==> src/rtl/lsu_agu.sv <==
// Load/store address-generation stage: computes rs1+imm, formats the LSU command,
// holds it for the two-cycle access and returns the result through a wbck handshake.
module lsu_agu #(
    parameter int XLEN = 32
) (
    input  logic                clk,
    input  logic                rst,
    input  logic                disp_i_valid,
    output logic                disp_o_ready,
    input  logic                disp_i_load,
    input  logic                disp_i_store,
    input  logic [2:0]          disp_i_funct3,
    input  logic [XLEN-1:0]     disp_i_rs1,
    input  logic [XLEN-1:0]     disp_i_imm,
    input  logic [XLEN-1:0]     disp_i_rs2,
    input  logic [4:0]          disp_i_rd_idx,
    output logic                agu_o_cmd_enable,
    output logic                agu_o_cmd_read,
    output logic                agu_o_cmd_write,
    output logic                agu_o_cmd_usign,
    output logic [1:0]          agu_o_cmd_size,
    output logic [XLEN-1:0]     agu_o_cmd_addr,
    output logic [XLEN-1:0]     agu_o_cmd_wdata,
    output logic [XLEN/8-1:0]   agu_o_cmd_wmask,
    output logic                agu_o_cmd_misalgn,
    input  logic [XLEN-1:0]     lsu_i_wbck_wdata,
    input  logic                lsu_i_wbck_err,
    output logic                wbck_o_valid,
    input  logic                wbck_i_ready,
    output logic [XLEN-1:0]     wbck_o_wdata,
    output logic [4:0]          wbck_o_rd_idx,
    output logic                wbck_o_rdwen,
    output logic                wbck_o_err,
    output logic [XLEN-1:0]     wbck_o_badaddr
);

    localparam int MW = XLEN / 8;

    typedef enum logic [1:0] {
        IDLE = 2'd0,
        ACC1 = 2'd1,
        ACC2 = 2'd2,
        WBCK = 2'd3
    } state_t;

    state_t r_state;
    state_t w_next;

    logic [XLEN-1:0] r_cmd_addr;
    logic [XLEN-1:0] r_cmd_wdata;
    logic [MW-1:0]   r_cmd_wmask;
    logic [1:0]      r_cmd_size;
    logic            r_cmd_read;
    logic            r_cmd_write;
    logic            r_cmd_usign;
    logic            r_cmd_misalgn;
    logic [4:0]      r_rd_idx;
    logic            r_err;
    logic            r_rdwen;
    logic [XLEN-1:0] r_wbck_wdata;
    logic [XLEN-1:0] r_badaddr;

    logic [XLEN-1:0] w_addr;
    logic [1:0]      w_size;
    logic            w_illegal;
    logic            w_misalgn;
    logic            w_accept;
    logic            w_err_fin;
    logic [XLEN-1:0] w_wdata;
    logic [MW-1:0]   w_wmask;

    assign w_addr    = disp_i_rs1 + disp_i_imm;
    assign w_size    = disp_i_funct3[1:0];
    assign w_illegal = (disp_i_funct3 == 3'b011) || (disp_i_funct3[2:1] == 2'b11)
                       || (disp_i_store && disp_i_funct3[2]);
    assign w_misalgn = w_illegal
                       || ((w_size == 2'b01) && w_addr[0])
                       || ((w_size == 2'b10) && (w_addr[1:0] != 2'b00));
    // Only a clean load-xor-store is taken; both/neither is consumed and dropped.
    assign w_accept  = (r_state == IDLE) && disp_i_valid && (disp_i_load ^ disp_i_store);
    assign w_err_fin = r_err | lsu_i_wbck_err;

    // Store data lane replication and byte-enable generation.
    always_comb begin
        w_wdata = {XLEN{1'b0}};
        w_wmask = {MW{1'b0}};
        if (disp_i_store && !w_misalgn) begin
            case (w_size)
                2'b00: begin
                    w_wdata = {MW{disp_i_rs2[7:0]}};
                    w_wmask = {{(MW-1){1'b0}}, 1'b1} << w_addr[1:0];
                end
                2'b01: begin
                    w_wdata = {(MW/2){disp_i_rs2[15:0]}};
                    w_wmask = w_addr[1] ? MW'(4'b1100) : MW'(4'b0011);
                end
                2'b10: begin
                    w_wdata = disp_i_rs2;
                    w_wmask = {MW{1'b1}};
                end
                default: begin
                    w_wdata = {XLEN{1'b0}};
                    w_wmask = {MW{1'b0}};
                end
            endcase
        end else begin
            w_wdata = {XLEN{1'b0}};
            w_wmask = {MW{1'b0}};
        end
    end

    // FSM state register.
    always_ff @(posedge clk) begin
        if (rst) begin
            r_state <= IDLE;
        end else begin
            r_state <= w_next;
        end
    end

    // FSM next-state logic.
    always_comb begin
        w_next = r_state;
        case (r_state)
            IDLE: begin
                if (w_accept) begin
                    w_next = w_misalgn ? WBCK : ACC1;
                end else begin
                    w_next = IDLE;
                end
            end
            ACC1: w_next = ACC2;
            ACC2: w_next = WBCK;
            WBCK: begin
                if (wbck_i_ready) begin
                    w_next = IDLE;
                end else begin
                    w_next = WBCK;
                end
            end
            default: w_next = IDLE;
        endcase
    end

    // FSM state decode for the handshake and enable outputs.
    always_comb begin
        disp_o_ready     = 1'b0;
        agu_o_cmd_enable = 1'b0;
        wbck_o_valid     = 1'b0;
        case (r_state)
            IDLE:    disp_o_ready     = 1'b1;
            ACC1:    agu_o_cmd_enable = 1'b1;
            ACC2:    agu_o_cmd_enable = 1'b1;
            WBCK:    wbck_o_valid     = 1'b1;
            default: disp_o_ready     = 1'b0;
        endcase
    end

    // Command capture on accept, result capture at the end of the access.
    always_ff @(posedge clk) begin
        if (rst) begin
            r_cmd_addr    <= {XLEN{1'b0}};
            r_cmd_wdata   <= {XLEN{1'b0}};
            r_cmd_wmask   <= {MW{1'b0}};
            r_cmd_size    <= 2'b00;
            r_cmd_read    <= 1'b0;
            r_cmd_write   <= 1'b0;
            r_cmd_usign   <= 1'b0;
            r_cmd_misalgn <= 1'b0;
            r_rd_idx      <= 5'd0;
            r_err         <= 1'b0;
            r_rdwen       <= 1'b0;
            r_wbck_wdata  <= {XLEN{1'b0}};
            r_badaddr     <= {XLEN{1'b0}};
        end else if (w_accept) begin
            r_cmd_addr    <= w_addr;
            r_cmd_wdata   <= w_wdata;
            r_cmd_wmask   <= w_wmask;
            r_cmd_size    <= w_size;
            r_cmd_read    <= disp_i_load;
            r_cmd_write   <= disp_i_store;
            r_cmd_usign   <= disp_i_funct3[2];
            r_cmd_misalgn <= w_misalgn;
            r_rd_idx      <= disp_i_rd_idx;
            r_err         <= w_misalgn;
            r_rdwen       <= 1'b0;
            r_wbck_wdata  <= {XLEN{1'b0}};
            r_badaddr     <= w_misalgn ? w_addr : {XLEN{1'b0}};
        end else if (r_state == ACC2) begin
            r_err         <= w_err_fin;
            r_rdwen       <= r_cmd_read && !w_err_fin && (r_rd_idx != 5'd0);
            r_wbck_wdata  <= (r_cmd_read && !w_err_fin) ? lsu_i_wbck_wdata : {XLEN{1'b0}};
            r_badaddr     <= w_err_fin ? r_cmd_addr : {XLEN{1'b0}};
        end
    end

    assign agu_o_cmd_read    = r_cmd_read;
    assign agu_o_cmd_write   = r_cmd_write;
    assign agu_o_cmd_usign   = r_cmd_usign;
    assign agu_o_cmd_size    = r_cmd_size;
    assign agu_o_cmd_addr    = r_cmd_addr;
    assign agu_o_cmd_wdata   = r_cmd_wdata;
    assign agu_o_cmd_wmask   = r_cmd_wmask;
    assign agu_o_cmd_misalgn = r_cmd_misalgn;
    assign wbck_o_wdata      = r_wbck_wdata;
    assign wbck_o_rd_idx     = r_rd_idx;
    assign wbck_o_rdwen      = r_rdwen;
    assign wbck_o_err        = r_err;
    assign wbck_o_badaddr    = r_badaddr;

endmodule

==> config.mk <==
export PLATFORM = sky130hd
export DESIGN_NAME = lsu_agu
export DESIGN_NICKNAME = d
export VERILOG_FILES = /design/src/rtl/lsu_agu.sv
export SDC_FILE = /design/constraint.sdc
export NUM_CORES = 1
export LEC_CHECK = 0
export CORE_ASPECT_RATIO = 0.7
export CORE_MARGIN = 2
export CORE_UTILIZATION = 45
export CTS_BUF_LIST = sky130_fd_sc_hd__clkbuf_2
export CTS_CLUSTER_SIZE = 12
export DETAILED_ROUTE_END_ITERATION = 7
export PLACE_DENSITY_LB_ADDON = 0.15
export SLEW_MARGIN = 0
export SYNTH_ARGS = -nofsm -noshare
export SYNTH_HDL_FRONTEND = slang
export SYNTH_SLANG_ARGS = --single-unit
export TNS_END_PERCENT = 50
==> constraint.sdc <==
create_clock -name clk -period 2.95 [get_ports clk]
set_input_delay 0.7375 -clock clk [delete_from_list [all_inputs] [get_ports clk]]
set_output_delay 0.7375 -clock clk [all_outputs]
set_load 0.1 [all_outputs]
==> results of run 1 <==
metrics by stage:
step | instances | power (mW) | util (%)
after floorplan | 886 | 3.81 | -
after global placement | 1425 | 4.61 | 68.7
final | 1457 | 5.76 | 70.2
after detailed placement | 1425 | 4.62 | 68.7
after global routing | 1457 | 6.03 | 70.2
after CTS | 1457 | 5.78 | 70.2
final timing paths:
path                                  start                              end  slack (ns)
min reg2reg  agu_o_cmd_size[0]$_SDFFE_PP0P_   agu_o_cmd_size[0]$_SDFFE_PP0P_        0.47
max reg2reg           r_state[0]$_SDFF_PP0_  wbck_o_badaddr[20]$_SDFFE_PP0P_        0.83
min                                     rst  agu_o_cmd_addr[29]$_SDFFE_PP0P_        0.40
max                           disp_i_rs1[0]  wbck_o_badaddr[30]$_SDFFE_PP0P_        0.23
placed cells by master, fill, tap and decap left out, types with 18 or more instances in the layout:
| master | instances |
|---|---|
| sky130_fd_sc_hd__a211oi_1 | 23 |
| sky130_fd_sc_hd__a21o_1 | 24 |
| sky130_fd_sc_hd__a21oi_1 | 84 |
| sky130_fd_sc_hd__a22oi_1 | 33 |
| sky130_fd_sc_hd__buf_4 | 250 |
| sky130_fd_sc_hd__clkdlybuf4s50_1 | 141 |
| sky130_fd_sc_hd__dfxtp_1 | 147 |
| sky130_fd_sc_hd__ha_1 | 35 |
| sky130_fd_sc_hd__nand2_1 | 122 |
| sky130_fd_sc_hd__nor2_1 | 89 |
| sky130_fd_sc_hd__nor2b_1 | 18 |
| sky130_fd_sc_hd__o21ai_0 | 61 |
| sky130_fd_sc_hd__xnor2_1 | 19 |
layout make-up:
type / count / area [um2] / share of cell area [%]
multi-input cells: 669 / 4110 / 37.3
repair buffers: 399 / 3430 / 31.2
flip-flops and latches: 147 / 2940 / 26.7
well taps: 200 / 250 / 2.27
clock inverters: 15 / 149 / 1.35
clock buffers: 17 / 85.1 / 0.773
inverters: 10 / 37.5 / 0.341
power by group:
group | internal [mW] | switching [mW]
clock | 0.334 | 0.828
combinational | 0.800 | 1.60
sequential | 2.11 | 0.0931
total | 3.25 | 2.52
state kept, by name (all words and copies together), names as in the netlist:
register / cells
wbck_o_err: 1
agu_o_cmd_read: 1
wbck_o_badaddr: 32
wbck_o_wdata: 32
agu_o_cmd_write: 1
agu_o_cmd_size: 2
r_state: 2
agu_o_cmd_addr: 32
agu_o_cmd_wdata: 32
agu_o_cmd_misalgn: 1
wbck_o_rdwen: 1
wbck_o_rd_idx: 5
agu_o_cmd_usign: 1
agu_o_cmd_wmask: 4
cell families after synthesis:
family                     count (synthesis)  synth area share (%)
DFF                                      147                  40.3
and+or+nand+nor                          282                  17.1
adders and majority gates                 36                  6.27
muxes                                      9                  1.23
xor gates and xnor gates                  31                  3.72
AOI/OAI and AO/OA                        311                  27.8
buffers and inverters                     70                  3.68
critical path, stage by stage:
cell	delay (ns)
sky130_fd_sc_hd__clkdlybuf4s50_1	0.46
sky130_fd_sc_hd__ha_1	0.17
sky130_fd_sc_hd__inv_1	0.05
sky130_fd_sc_hd__fa_1	0.40
sky130_fd_sc_hd__nor2b_1	0.16
sky130_fd_sc_hd__o31ai_1	0.08
sky130_fd_sc_hd__buf_4	0.15
sky130_fd_sc_hd__a21oi_2	0.24
sky130_fd_sc_hd__o31ai_2	0.14
sky130_fd_sc_hd__o21ai_2	0.22
sky130_fd_sc_hd__a31oi_1	0.14
sky130_fd_sc_hd__xnor2_1	0.17
sky130_fd_sc_hd__a2bb2o_2	0.24
layer usage:
metal / routed length [um] / vias up / GRT usage (%) / part of all wire, %
li1: - / 3884 / - / -
met1: 11200 / 3638 / 37.2 / 45
met2: 10900 / 314 / 44.3 / 44
met3: 2250 / 32 / 8.32 / 9.1
met4: 485 / 0 / 8.01 / 2.0
met5: 0 / - / 0 / 0
==> impl.org, run 1 <==
** Placement
- Port Buffer Count :: 290
- Gpl congestion :: 0.949
- At the placement stage, the worst setup path has a slack of -0.522 ns.
- Detailed placement ended at an HPWL of 18.8 mm.
- The placed instances occupy a cell area of 10800 um2.

** Clocking
- Clock tree synthesis found a total of 147 sinks.
- TritonCTS built the clock tree.
- Number of H-tree levels :: 4
- Clock latency on the worst-skew pair, taken at its later pin, is 0.73 ns.
- CTS Buf Count :: 17
- The tree is rooted in a sky130_fd_sc_hd__clkbuf_2.
- After clock tree synthesis, the clock-pin slew on the worst setup and hold paths is 0.23 ns.
- Post-CTS setup-driven buffer insertion count :: 0
- Total of cells resized after clock tree synthesis :: 0
- Number of hold buffers added after CTS :: 0
- Number of buffers on the longest clock path :: 2

** GRT
- Initial antenna violation count :: 0
- Vias in the first global route :: 7394
- Global-route wire length before repair :: 38.6 mm
- Largest net degree at the start of global routing :: 48
- In the global route stage, overall resource usage came out at 28.1%.
- Global-route congestion overflow total :: 0

** Timing
- Final worst hold slack :: 0.405 ns
- Worst setup skew after layout :: 0.0338 ns
- Setup repair after global routing missed its margin :: no
- For the pin with the worst max-slew slack, the measured transition is 1.02 ns.
- Sum of negative setup slack :: 0 ns
- Total of endpoints with negative setup slack in the final report :: 0
- In this run the tightest slew margin relative to its limit is 31.6%.
- FMAX :: 367 MHz
- Final clock period utilization by the worst path :: 92.2%
- The count of final max-slew check failures came to 0.
- Min Tclk post-route :: 2.72 ns
- Count of endpoints failing hold in the final timing report :: 0
- In the post-route analysis, the smallest setup slack over all paths is 0.229 ns.

** Cells and area
- Number of nets in the finished design :: 1423
- Final Instance Area :: 11000 um2
- The post-route netlist has 25.3% of its cells at a drive strength greater than 1.
- The repair_antennas step left the layout with diodes totalling 0.
- Count of filler cells inserted in the layout :: 1316
- Area growth syn-to-layout :: 50.7%

** Synth
- Portion of synthesized cell area occupied by the leading cell type :: 40.3%
- Cell type with the highest aggregate area in the netlist :: sky130_fd_sc_hd__dfxtp_1
- Averaged over all synthesized cells, the footprint is 8.25 um2.
- The Yosys step of the flow raised 0 warnings.
- Async set-or-reset flop fraction in the synthesized netlist :: 0%
- Synthesis produced a netlist with a net count of 1065.
- Ranking of synthesized cells by area :: sky130_fd_sc_hd__dfxtp_1, sky130_fd_sc_hd__nand2_1, sky130_fd_sc_hd__ha_1, sky130_fd_sc_hd__a21oi_1, sky130_fd_sc_hd__nor2_1
- Post-synthesis cell area :: 7310 um2
- Number of instances in the synthesized netlist :: 886
- In this run, distinct cell masters in the synthesized netlist total 69.
- Dominant register cell in the synthesized netlist :: sky130_fd_sc_hd__dfxtp_1
- Seq cells post-synth :: 147
- Yosys instantiated no cell more often than sky130_fd_sc_hd__dfxtp_1.
- Number of enable flip-flop cells after synthesis :: 0
- Sequential fraction of the synthesis area :: 40.3%
- After synthesis, the most frequently instantiated cells are sky130_fd_sc_hd__dfxtp_1, sky130_fd_sc_hd__nand2_1, sky130_fd_sc_hd__nor2_1.

** Power
- Reported leakage power :: 4.82 nW
- Power density normalized to cell area :: 524 nW/um2
- VDD sags by at most 0.643 mV.

** Route
- Using the TritonRoute via totals, the vias-per-cell ratio works out to 5.40.
- After detailed routing, the number of remaining DRC violations is 0.
- In this run, the number of DRC markers left after iteration 0 of detailed routing was 578.
- After detailed routing, the average wire length per cell comes to 17.0 um.
- The detailed router placed 7868 vias in this run.
- The detail route stage leaves a number of antenna-violating nets equal to 0.
- The pre-antenna-repair detailed-routing pass consisted of 5 iterations.
- Final WL :: 24.8 mm

** Floorplan
- In this run the horizontal extent of the chip is 156 um.
- Initial core utilization :: 46.6%
- Core outline area :: 15700 um2
- The floorplan has 38 rows.
- # IOs :: 291
- Die outline height :: 111 um
- The floorplan step defined a die boundary enclosing 17300 um2.

** Job
- Max-cap violations in this run came to 0.

** Critical path
- Data on the critical path arrives at its endpoint at 3.36 ns.
- Along the worst path, the maximum fanout reaches 4.
- CP Capture Type :: flip-flop
- Data required time of the worst path :: 3.59 ns
- Counting cells, the worst reg-to-reg path comes to 7.
- Crit start category :: input port
- The critical path is of the input port to flip-flop type.

** Min path
- Hold Path Stages :: 2
- The worst hold path belongs to the class input port to flip-flop.

** Outcome
- Run status :: complete, no violations
No activity file was read; power rests on OpenSTA's default activity.
==> inputs of run 2 (changes only) <==
--- a/config.mk
+++ b/config.mk
@@ -12,7 +12,7 @@
 export CTS_CLUSTER_SIZE = 12
 export DETAILED_ROUTE_END_ITERATION = 7
 export PLACE_DENSITY_LB_ADDON = 0.15
-export SLEW_MARGIN = 0
+export SLEW_MARGIN = 20
 export SYNTH_ARGS = -nofsm -noshare
 export SYNTH_HDL_FRONTEND = slang
 export SYNTH_SLANG_ARGS = --single-unit
==> results of run 2 <==
The final DEF is identical to that of run 1; final timing and power are the same.
